--- src/rtl/alu_pkg.sv ---
// Shared opcode encodings and controller state type for the multicycle ALU.
package alu_pkg;

  localparam logic [4:0] OP_ADD  = 5'b00011;
  localparam logic [4:0] OP_SUB  = 5'b00100;
  localparam logic [4:0] OP_AND  = 5'b00101;
  localparam logic [4:0] OP_OR   = 5'b00110;
  localparam logic [4:0] OP_ROR  = 5'b00111;
  localparam logic [4:0] OP_ROL  = 5'b01000;
  localparam logic [4:0] OP_SHR  = 5'b01001;
  localparam logic [4:0] OP_SHRA = 5'b01010;
  localparam logic [4:0] OP_SHL  = 5'b01011;
  localparam logic [4:0] OP_ADDI = 5'b01100;
  localparam logic [4:0] OP_ANDI = 5'b01101;
  localparam logic [4:0] OP_ORI  = 5'b01110;
  localparam logic [4:0] OP_DIV  = 5'b01111;
  localparam logic [4:0] OP_MUL  = 5'b10000;
  localparam logic [4:0] OP_NEG  = 5'b10001;
  localparam logic [4:0] OP_NOT  = 5'b10010;

  typedef enum logic [1:0] {
    ST_IDLE = 2'd0,
    ST_MUL  = 2'd1,
    ST_DIV  = 2'd2,
    ST_FIN  = 2'd3
  } alu_state_e;

endpackage

--- src/rtl/multicycle_alu_muldiv_iter.sv ---
// Iterative datapath: radix-2 Booth multiply and restoring signed divide,
// one step per cycle, with a down-counter flagging the final step.
module muldiv_iter #(
  parameter int WIDTH = 32
) (
  input  logic                 clock,
  input  logic                 clear,
  input  logic                 load,
  input  logic                 op_div,
  input  logic                 run,
  input  logic [WIDTH-1:0]     a_in,
  input  logic [WIDTH-1:0]     b_in,
  output logic                 last,
  output logic [2*WIDTH-1:0]   result
);

  localparam int CW = $clog2(WIDTH);

  // acc is one bit wider than the operand so Booth add/sub of the most
  // negative multiplicand cannot overflow.
  logic [WIDTH:0]   acc_q, acc_d, mcand_q, mcand_d;
  logic [WIDTH-1:0] sr_q, sr_d;
  logic             bit_q, bit_d;
  logic             div_q, div_d;
  logic             negq_q, negq_d, negr_q, negr_d;
  logic [CW-1:0]    cnt_q, cnt_d;

  logic [WIDTH-1:0] mag_a, mag_b, quo, rem;
  logic [WIDTH:0]   sum, shifted, diff;

  // Load operands or advance one iteration; also form the final result
  // from the post-step values so the top can capture it on the last edge.
  always_comb begin
    acc_d   = acc_q;
    mcand_d = mcand_q;
    sr_d    = sr_q;
    bit_d   = bit_q;
    div_d   = div_q;
    negq_d  = negq_q;
    negr_d  = negr_q;
    cnt_d   = cnt_q;
    mag_a   = a_in[WIDTH-1] ? (~a_in + 1'b1) : a_in;
    mag_b   = b_in[WIDTH-1] ? (~b_in + 1'b1) : b_in;
    sum     = acc_q;
    shifted = {acc_q[WIDTH-1:0], sr_q[WIDTH-1]};
    diff    = shifted - mcand_q;
    case ({sr_q[0], bit_q})
      2'b01:   sum = acc_q + mcand_q;
      2'b10:   sum = acc_q - mcand_q;
      default: sum = acc_q;
    endcase

    if (load) begin
      acc_d = '0;
      bit_d = 1'b0;
      div_d = op_div;
      cnt_d = CW'(WIDTH - 1);
      if (op_div) begin
        sr_d    = mag_a;
        mcand_d = {1'b0, mag_b};
        negq_d  = a_in[WIDTH-1] ^ b_in[WIDTH-1];
        negr_d  = a_in[WIDTH-1];
      end else begin
        sr_d    = b_in;
        mcand_d = {a_in[WIDTH-1], a_in};
        negq_d  = 1'b0;
        negr_d  = 1'b0;
      end
    end else if (run) begin
      cnt_d = cnt_q - 1'b1;
      if (div_q) begin
        acc_d = diff[WIDTH] ? shifted : diff;
        sr_d  = {sr_q[WIDTH-2:0], ~diff[WIDTH]};
      end else begin
        acc_d = {sum[WIDTH], sum[WIDTH:1]};
        sr_d  = {sum[0], sr_q[WIDTH-1:1]};
        bit_d = sr_q[0];
      end
    end

    // Magnitude divide then sign fix: quotient truncates toward zero,
    // remainder follows the dividend.
    quo    = negq_q ? (~sr_d + 1'b1) : sr_d;
    rem    = negr_q ? (~acc_d[WIDTH-1:0] + 1'b1) : acc_d[WIDTH-1:0];
    result = div_q ? {quo, rem} : {acc_d[WIDTH-1:0], sr_d};
  end

  assign last = (cnt_q == '0);

  // Datapath registers; clear returns the counter to zero.
  always_ff @(posedge clock) begin
    if (clear) begin
      acc_q   <= '0;
      mcand_q <= '0;
      sr_q    <= '0;
      bit_q   <= 1'b0;
      div_q   <= 1'b0;
      negq_q  <= 1'b0;
      negr_q  <= 1'b0;
      cnt_q   <= '0;
    end else begin
      acc_q   <= acc_d;
      mcand_q <= mcand_d;
      sr_q    <= sr_d;
      bit_q   <= bit_d;
      div_q   <= div_d;
      negq_q  <= negq_d;
      negr_q  <= negr_d;
      cnt_q   <= cnt_d;
    end
  end

endmodule

--- src/rtl/multicycle_alu.sv ---
// Multicycle ALU top: control FSM, single-cycle operations and result
// registers; multiply/divide iterations are delegated to muldiv_iter.
//
// state | meaning
// IDLE  | waiting for start
// MUL   | Booth multiply iterating, busy
// DIV   | divide iterating, busy
// FIN   | result/flags valid, done pulse, new start accepted
module multicycle_alu
  import alu_pkg::*;
#(
  parameter int WIDTH = 32
) (
  input  logic                 clock,
  input  logic                 clear,
  input  logic                 start,
  input  logic [4:0]           opcode,
  input  logic [WIDTH-1:0]     A,
  input  logic [WIDTH-1:0]     B,
  output logic [2*WIDTH-1:0]   C,
  output logic                 busy,
  output logic                 done,
  output logic                 div_zero,
  output logic                 illegal_op
);

  localparam int SW = $clog2(WIDTH);

  alu_state_e           state_q, state_d;
  logic [2*WIDTH-1:0]   c_q, c_d;
  logic                 dz_q, dz_d, ill_q, ill_d;

  logic                 md_load, md_run, md_last;
  logic [2*WIDTH-1:0]   md_result;

  logic [WIDTH-1:0]     alu_res, sra_res;
  logic                 alu_ill, b_big;
  logic [2*WIDTH-1:0]   rot_r, rot_l;

  muldiv_iter #(.WIDTH(WIDTH)) u_muldiv (
    .clock  (clock),
    .clear  (clear),
    .load   (md_load),
    .op_div (opcode == OP_DIV),
    .run    (md_run),
    .a_in   (A),
    .b_in   (B),
    .last   (md_last),
    .result (md_result)
  );

  // Single-cycle operation results straight from the live inputs.
  always_comb begin
    alu_res = '0;
    alu_ill = 1'b0;
    b_big   = (B >= WIDTH'(WIDTH));
    rot_r   = {A, A} >> B[SW-1:0];
    rot_l   = {A, A} << B[SW-1:0];
    sra_res = $signed(A) >>> B;
    case (opcode)
      OP_ADD, OP_ADDI: alu_res = A + B;
      OP_SUB:          alu_res = A - B;
      OP_AND, OP_ANDI: alu_res = A & B;
      OP_OR, OP_ORI:   alu_res = A | B;
      OP_NOT:          alu_res = ~A;
      OP_NEG:          alu_res = ~A + 1'b1;
      OP_ROR:          alu_res = rot_r[WIDTH-1:0];
      OP_ROL:          alu_res = rot_l[2*WIDTH-1:WIDTH];
      OP_SHR:          alu_res = b_big ? '0 : (A >> B);
      OP_SHL:          alu_res = b_big ? '0 : (A << B);
      OP_SHRA:         alu_res = b_big ? {WIDTH{A[WIDTH-1]}} : sra_res;
      OP_MUL, OP_DIV:  alu_res = '0;
      default:         alu_ill = 1'b1;
    endcase
  end

  // Next-state, iteration control and result capture.
  always_comb begin
    state_d = state_q;
    c_d     = c_q;
    dz_d    = dz_q;
    ill_d   = ill_q;
    md_load = 1'b0;
    md_run  = 1'b0;
    case (state_q)
      ST_IDLE, ST_FIN: begin
        state_d = ST_IDLE;
        if (start) begin
          if (opcode == OP_MUL) begin
            state_d = ST_MUL;
            md_load = 1'b1;
          end else if (opcode == OP_DIV && B != '0) begin
            state_d = ST_DIV;
            md_load = 1'b1;
          end else if (opcode == OP_DIV) begin
            state_d = ST_FIN;
            c_d     = {{WIDTH{1'b1}}, A};
            dz_d    = 1'b1;
            ill_d   = 1'b0;
          end else begin
            state_d = ST_FIN;
            c_d     = {{WIDTH{1'b0}}, alu_res};
            dz_d    = 1'b0;
            ill_d   = alu_ill;
          end
        end
      end
      ST_MUL, ST_DIV: begin
        md_run = 1'b1;
        if (md_last) begin
          state_d = ST_FIN;
          c_d     = md_result;
          dz_d    = 1'b0;
          ill_d   = 1'b0;
        end
      end
      default: state_d = ST_IDLE;
    endcase
  end

  // State and result registers; clear overrides everything.
  always_ff @(posedge clock) begin
    if (clear) begin
      state_q <= ST_IDLE;
      c_q     <= '0;
      dz_q    <= 1'b0;
      ill_q   <= 1'b0;
    end else begin
      state_q <= state_d;
      c_q     <= c_d;
      dz_q    <= dz_d;
      ill_q   <= ill_d;
    end
  end

  assign C          = c_q;
  assign busy       = (state_q == ST_MUL) || (state_q == ST_DIV);
  assign done       = (state_q == ST_FIN);
  assign div_zero   = dz_q;
  assign illegal_op = ill_q;

endmodule

--- config.mk ---
export PLATFORM = sky130hd
export DESIGN_NAME = multicycle_alu
export DESIGN_NICKNAME = d
export VERILOG_FILES = /design/src/rtl/alu_pkg.sv /design/src/rtl/multicycle_alu_muldiv_iter.sv /design/src/rtl/multicycle_alu.sv
export SDC_FILE = /design/constraint.sdc
export NUM_CORES = 2
export LEC_CHECK = 0
export CAP_MARGIN = 20
export CORE_ASPECT_RATIO = 1.2
export CORE_UTILIZATION = 45
export DETAILED_ROUTE_END_ITERATION = 6
export GPL_TIMING_DRIVEN = 0
export PLACE_DENSITY = 0.65
export SYNTH_ARGS = -nofsm -noshare
export SYNTH_HDL_FRONTEND = slang
export SYNTH_SLANG_ARGS = --single-unit
--- constraint.sdc ---
create_clock -name clock -period 6.8 [get_ports clock]
set_clock_uncertainty 0.1 [all_clocks]
set_input_delay 1.02 -clock clock [delete_from_list [all_inputs] [get_ports clock]]
set_output_delay 1.02 -clock clock [all_outputs]
set_load 0.05 [all_outputs]
==> results of run 1 <==
[cell families after synthesis]
group / after synthesis / share of synthesized area [%]
AO/OA/AOI/OAI: 1292 / 33.2
adder cells (fa/ha/maj): 113 / 5.60
XOR/XNOR: 262 / 8.95
flip-flops: 175 / 13.7
AND/OR/NAND/NOR: 1399 / 24.9
multiplexers: 169 / 7.57
buffers and inverters: 403 / 6.19
[repair_timing]
action                                  CTS
pin swaps                                 1
gates resized for setup                  26
setup buffers                             1
hold buffers                              0
endpoints found under the setup margin   42
[synth_stat cells (47+ instances only)]
master / count / area [sq um]
clkbuf_1: 232 / 871
inv_1: 92 / 345
nand2_1: 401 / 1510
xnor2_1: 146 / 1280
ha_1: 110 / 1380
nand3_1: 69 / 345
nand2b_1: 47 / 294
dfxtp_1: 175 / 3500
o211ai_1: 55 / 413
nor3_1: 95 / 475
nor2_1: 550 / 2060
xor2_1: 116 / 1020
a211oi_1: 83 / 623
o221ai_1: 47 / 412
mux2i_1: 131 / 1310
a221oi_1: 63 / 552
o21ai_0: 277 / 1390
a21oi_1: 372 / 1860
[metal layers]
metal | GRT overflow | track usage (%)
met1 | 0 | 72.9
met2 | 159 | 88.9
met5 | 0 | 16.8
met4 | 110 | 67.1
met3 | 3 | 48.9
[metrics by stage]
step	util, %	setup slack (ns)	instances
2_1_floorplan	-	0.227	3813
3_3_place_gp	49.5	-1.83	4663
3_5_place_dp	49.7	-1.95	4673
4_1_cts	51.0	0.0168	4705
==> results.json, run 1 <==
{
  "groute.usage.overall_pct": 70.1,
  "synth_edf_count": 0,
  "cts_max_path_buffers": 2,
  "h-tree-depth": 4,
  "share_of_flip_flops_with_an_asynchronous_set_or_reset_after_synthesis_pct": 0,
  "placement.cell_area_sq_um": 27900,
  "outcome": "aborted with a tool error",
  "syn_inst": 3813,
  "post_synth_design_cell_area_sq_um": 25600,
  "synth_net_count": 3998,
  "ys_seq_area_share_pct": 13.7,
  "postSynthRegisterBits": 175,
  "numPortBuffers": 123,
  "grt_pass1_wl_um": 301000,
  "failed_stage": "5_1_grt",
  "dpl.hpwl_um": 141000,
  "ys.warnings.count": 0,
  "place.gp.congestion": 1.21,
  "postSynth.topFlopCell": "dfxtp_1",
  "grt_remaining_overflow": 272,
  "first_global_vias": 36996,
  "cts_num_sinks": 175,
  "cts.root.buffer_cell": "clkbuf_16",
  "toolErrorMsg": "[ERROR GRT-0116] Global routing finished with congestion. Check the congestion regions in the DRC Viewer.",
  "initial_core_util_pct": 45.7,
  "io_pins": 140,
  "number_of_buffers_added_by_the_clock_tree_synthesis_step": 17,
  "synthesis.area_per_instance_sq_um": 6.73,
  "grt_max_degree": 21,
  "floorplan.die.width_um": 220,
  "fp.dieH_um": 264,
  "num_rows": 95,
  "post_synth_num_cell_types": 115
}
==> run 2: changes to the inputs <==
--- a/config.mk
+++ b/config.mk
@@ -6,11 +6,10 @@
 export NUM_CORES = 2
 export LEC_CHECK = 0
 export CAP_MARGIN = 20
-export CORE_ASPECT_RATIO = 1.2
-export CORE_UTILIZATION = 45
+export CORE_UTILIZATION = 30
 export DETAILED_ROUTE_END_ITERATION = 6
 export GPL_TIMING_DRIVEN = 0
-export PLACE_DENSITY = 0.65
+export PLACE_DENSITY_LB_ADDON = 0.15
 export SYNTH_ARGS = -nofsm -noshare
 export SYNTH_HDL_FRONTEND = slang
 export SYNTH_SLANG_ARGS = --single-unit
==> constraint.sdc (replaced) <==
create_clock -name clock -period 8.84 [get_ports clock]
set_clock_uncertainty 0.1 [all_clocks]
set_input_delay 1.326 -clock clock [delete_from_list [all_inputs] [get_ports clock]]
set_output_delay 1.326 -clock clock [all_outputs]
set_load 0.05 [all_outputs]
==> run 2 against run 1 <==
  * The flow now finishes, with violations (negative setup slack)
  * Area after synthesis did not move
  * Synthesized cell count did not move
==> results.json, run 2 <==
{
  "outcome": "finished with violations",
  "failed_checks": "negative setup slack",
  "cts_setup_buffers": 0,
  "critical_path.reg2reg.startpoint": "u_muldiv.sr_q[0]$_SDFF_PP0_",
  "synth.cells.most_frequent": "nor2_1, nand2_1, a21oi_1",
  "xor_and_xnor_fraction_of_the_mapped_netlist_area_pct": 8.95,
  "synth_adder_area_share_pct": 5.60,
  "number_of_buffers_added_by_the_clock_tree_synthesis_step": 17,
  "unrepaired_setup_endpoints_after_global_routing": "false",
  "h-tree-depth": 4,
  "syn_inst": 3813,
  "drt-pass1-iter-count": 7,
  "design_power_total_w": 0.0131,
  "r2r_slack_ns": 1.58,
  "worst_slack_ns": -0.0847,
  "grt_pass1_wl_um": 261000,
  "clk-insertion-delay-late_ns": 0.47,
  "drive_above_1_share_pct": 5.35,
  "synth_net_count": 3998,
  "place.gp.congestion": 1.07,
  "grt_antenna_before_repair": 11,
  "synth_compound_area_share_pct": 33.2,
  "postSynth.topFlopCell": "dfxtp_1",
  "share_of_flip_flops_with_an_asynchronous_set_or_reset_after_synthesis_pct": 0,
  "postSynthRegisterBits": 175,
  "detailedRoute.firstIterationViolations": 4457,
  "cp.arrival_ns": 9.15,
  "vias_per_cell": 6.52,
  "cp_launch_type": "input port",
  "power.leakage_nw": 10.8,
  "finalSetupViolCount": 2,
  "postRouteWirelength_um": 192000,
  "layout_commonest_cell": "nor2_1",
  "post_synth_num_cell_types": 115,
  "hp-class": "reg2reg",
  "layout-area-overhead-vs-synth_pct": 14.1,
  "timing.max_cap.violations": 0,
  "slew_headroom_pct": 5.41,
  "tightestPinTransition_ns": 1.42,
  "ys.warnings.count": 0,
  "synth_top_cells_by_area": "dfxtp_1, nor2_1, a21oi_1",
  "yosys.area_share.simple_pct": 24.9,
  "antenna_left": 0,
  "hold_viol": 0,
  "num_rows": 106,
  "post_synth_mux_area_share_pct": 7.57,
  "r2r-end": "C[30]$_SDFFE_PP0P_",
  "fp.dieH_um": 294,
  "drc": 0,
  "synthesis.area_per_instance_sq_um": 6.73,
  "r2r.worst_path.cells": 20,
  "grt_max_degree": 20,
  "cts_tree": "built",
  "clk_pin_slew_ns": 0.09,
  "timing.critical_path.to_type": "flip-flop",
  "cts.root.buffer_cell": "clkbuf_16",
  "instances_no_fill": 5137,
  "first_global_vias": 31659,
  "preCtsSetupSlack_ns": -0.473,
  "most_frequent_cells_in_the_layout": "nor2_1, nand2_1, a21oi_1",
  "numPortBuffers": 123,
  "via_count": 33499,
  "timing.fmax_ghz": 0.112,
  "startpoint": "B[3]",
  "holdCritStartpoint": "C[63]$_SDFFE_PP0P_",
  "p_per_area_nw_per_um2": 446,
  "ys_seq_area_share_pct": 13.7,
  "core_region_area_sq_um": 84100,
  "post_synth_design_cell_area_sq_um": 25600,
  "final_nets": 4172,
  "groute.usage.overall_pct": 43.2,
  "ratio_of_final_minimum_period_to_clock_period_pct": 101,
  "finalSetupTns_ns": -0.120,
  "crit_fanout": 10,
  "wl_per_cell_um": 37.4,
  "yosys.cell_count.top_type": "nor2_1",
  "worst_ep_required_time_ns": 9.06,
  "slew_viol_final": 0,
  "dpl.hpwl_um": 156000,
  "io_pins": 140,
  "netlist.top_cell.by_area": "dfxtp_1",
  "floorplan.die.width_um": 294,
  "worstSetupPathType": "in2reg",
  "grt_remaining_overflow": 0,
  "cts_num_sinks": 175,
  "initial_core_util_pct": 30.5,
  "cts_max_path_buffers": 2,
  "time_the_worst_path_needs_with_i_o_delays_and_setup_ns": 8.92,
  "synth_edf_count": 0,
  "synth_top_family_by_area": "compound AO/OA/AOI/OAI gates",
  "largest_register_ffs": 64,
  "cp-endpoint": "C[22]$_SDFFE_PP0P_",
  "synth_largest_type_area_fraction_pct": 13.7,
  "die-area_sq_um": 86700,
  "final_core_util_pct": 34.8,
  "vdd_drop_max_v": 0.000337,
  "dp_cells": 5095
}
## run 2: worst min-delay path by stage
stage,end,slack [ns],depth (start not counted)
final,C[63]$_SDFFE_PP0P_,0.35,2
after global routing,C[63]$_SDFFE_PP0P_,0.38,2
after CTS,C[63]$_SDFFE_PP0P_,0.35,2
after detailed placement,C[63]$_SDFFE_PP0P_,0.34,2
after global placement,C[63]$_SDFFE_PP0P_,0.33,2
after floorplan,u_muldiv.cnt_q[3]$_SDFFE_PP0P_,0.34,1
## run 2: logic make-up (layout without fill, tap and decap cells)
group           Yosys count  count (layout)
simple gates           1399            1399
compound gates         1292            1292
buf+inv                 403             590
xor+xnor                262             262
flops                   175             175
mux                     169             169
fa+ha+maj               113             113
other cells               0               3
## run 2: layer usage
layer	track usage [%]	share of wire [%]
met3	7.72	8.4
met5	0	0.084
met1	50.6	38
met2	67.3	43
met4	39.1	11
## run 2: layout make-up
class	count	area [sq um]
Antenna cell	3	7.51
Buffer	301	1210
Clock buffer	17	425
Clock inverter	15	188
Fill cell	9452	54800
Inverter	101	379
Multi-Input combinational cell	3235	20600
Sequential cell	175	3500
Tap cell	1134	1420
Timing Repair Buffer	156	1550
## run 2: timing repair
action,in CTS,in global routing
hold buffers,0,0
setup endpoints to repair,1,4
gates resized for setup,1,2
gates cloned,0,0
pin swaps,0,0
## run 2: stage by stage
stage | hold WS [ns] | instance area [sq um]
after global routing | 0.379 | 29300
after detailed placement | 0.337 | 28600
after global placement | 0.330 | 28300
after floorplan | 0.344 | 25600
after CTS | 0.350 | 29200
final | 0.348 | 29300
## run 2: power breakdown
| part | leakage (nW) | switching, W | internal [W] |
|---|---|---|---|
| clock network | 0.292 | 0.000404 | 0.000408 |
| logic | 9.06 | 0.00765 | 0.00332 |
| registers | 1.43 | 0.000278 | 0.00100 |
## run 2: worst max-delay path: stages
cell             delay [ns]
clkdlybuf4s50_1        0.50
clkbuf_1               0.74
buf_1                  0.66
clkbuf_1               0.60
clkdlybuf4s15_1        0.94
xnor2_1                0.17
ha_1                   0.32
o21ai_0                0.13
a21boi_0               0.29
o21ai_0                0.15
a21boi_0               0.44
o2111a_1               0.33
o21ai_0                0.21
a31oi_1                0.69
xor2_1                 0.29
a211oi_1               0.59
o221ai_1               0.27
a21oi_1                0.36
nor3_1                 0.09
(Power assumes the default switching activity.)
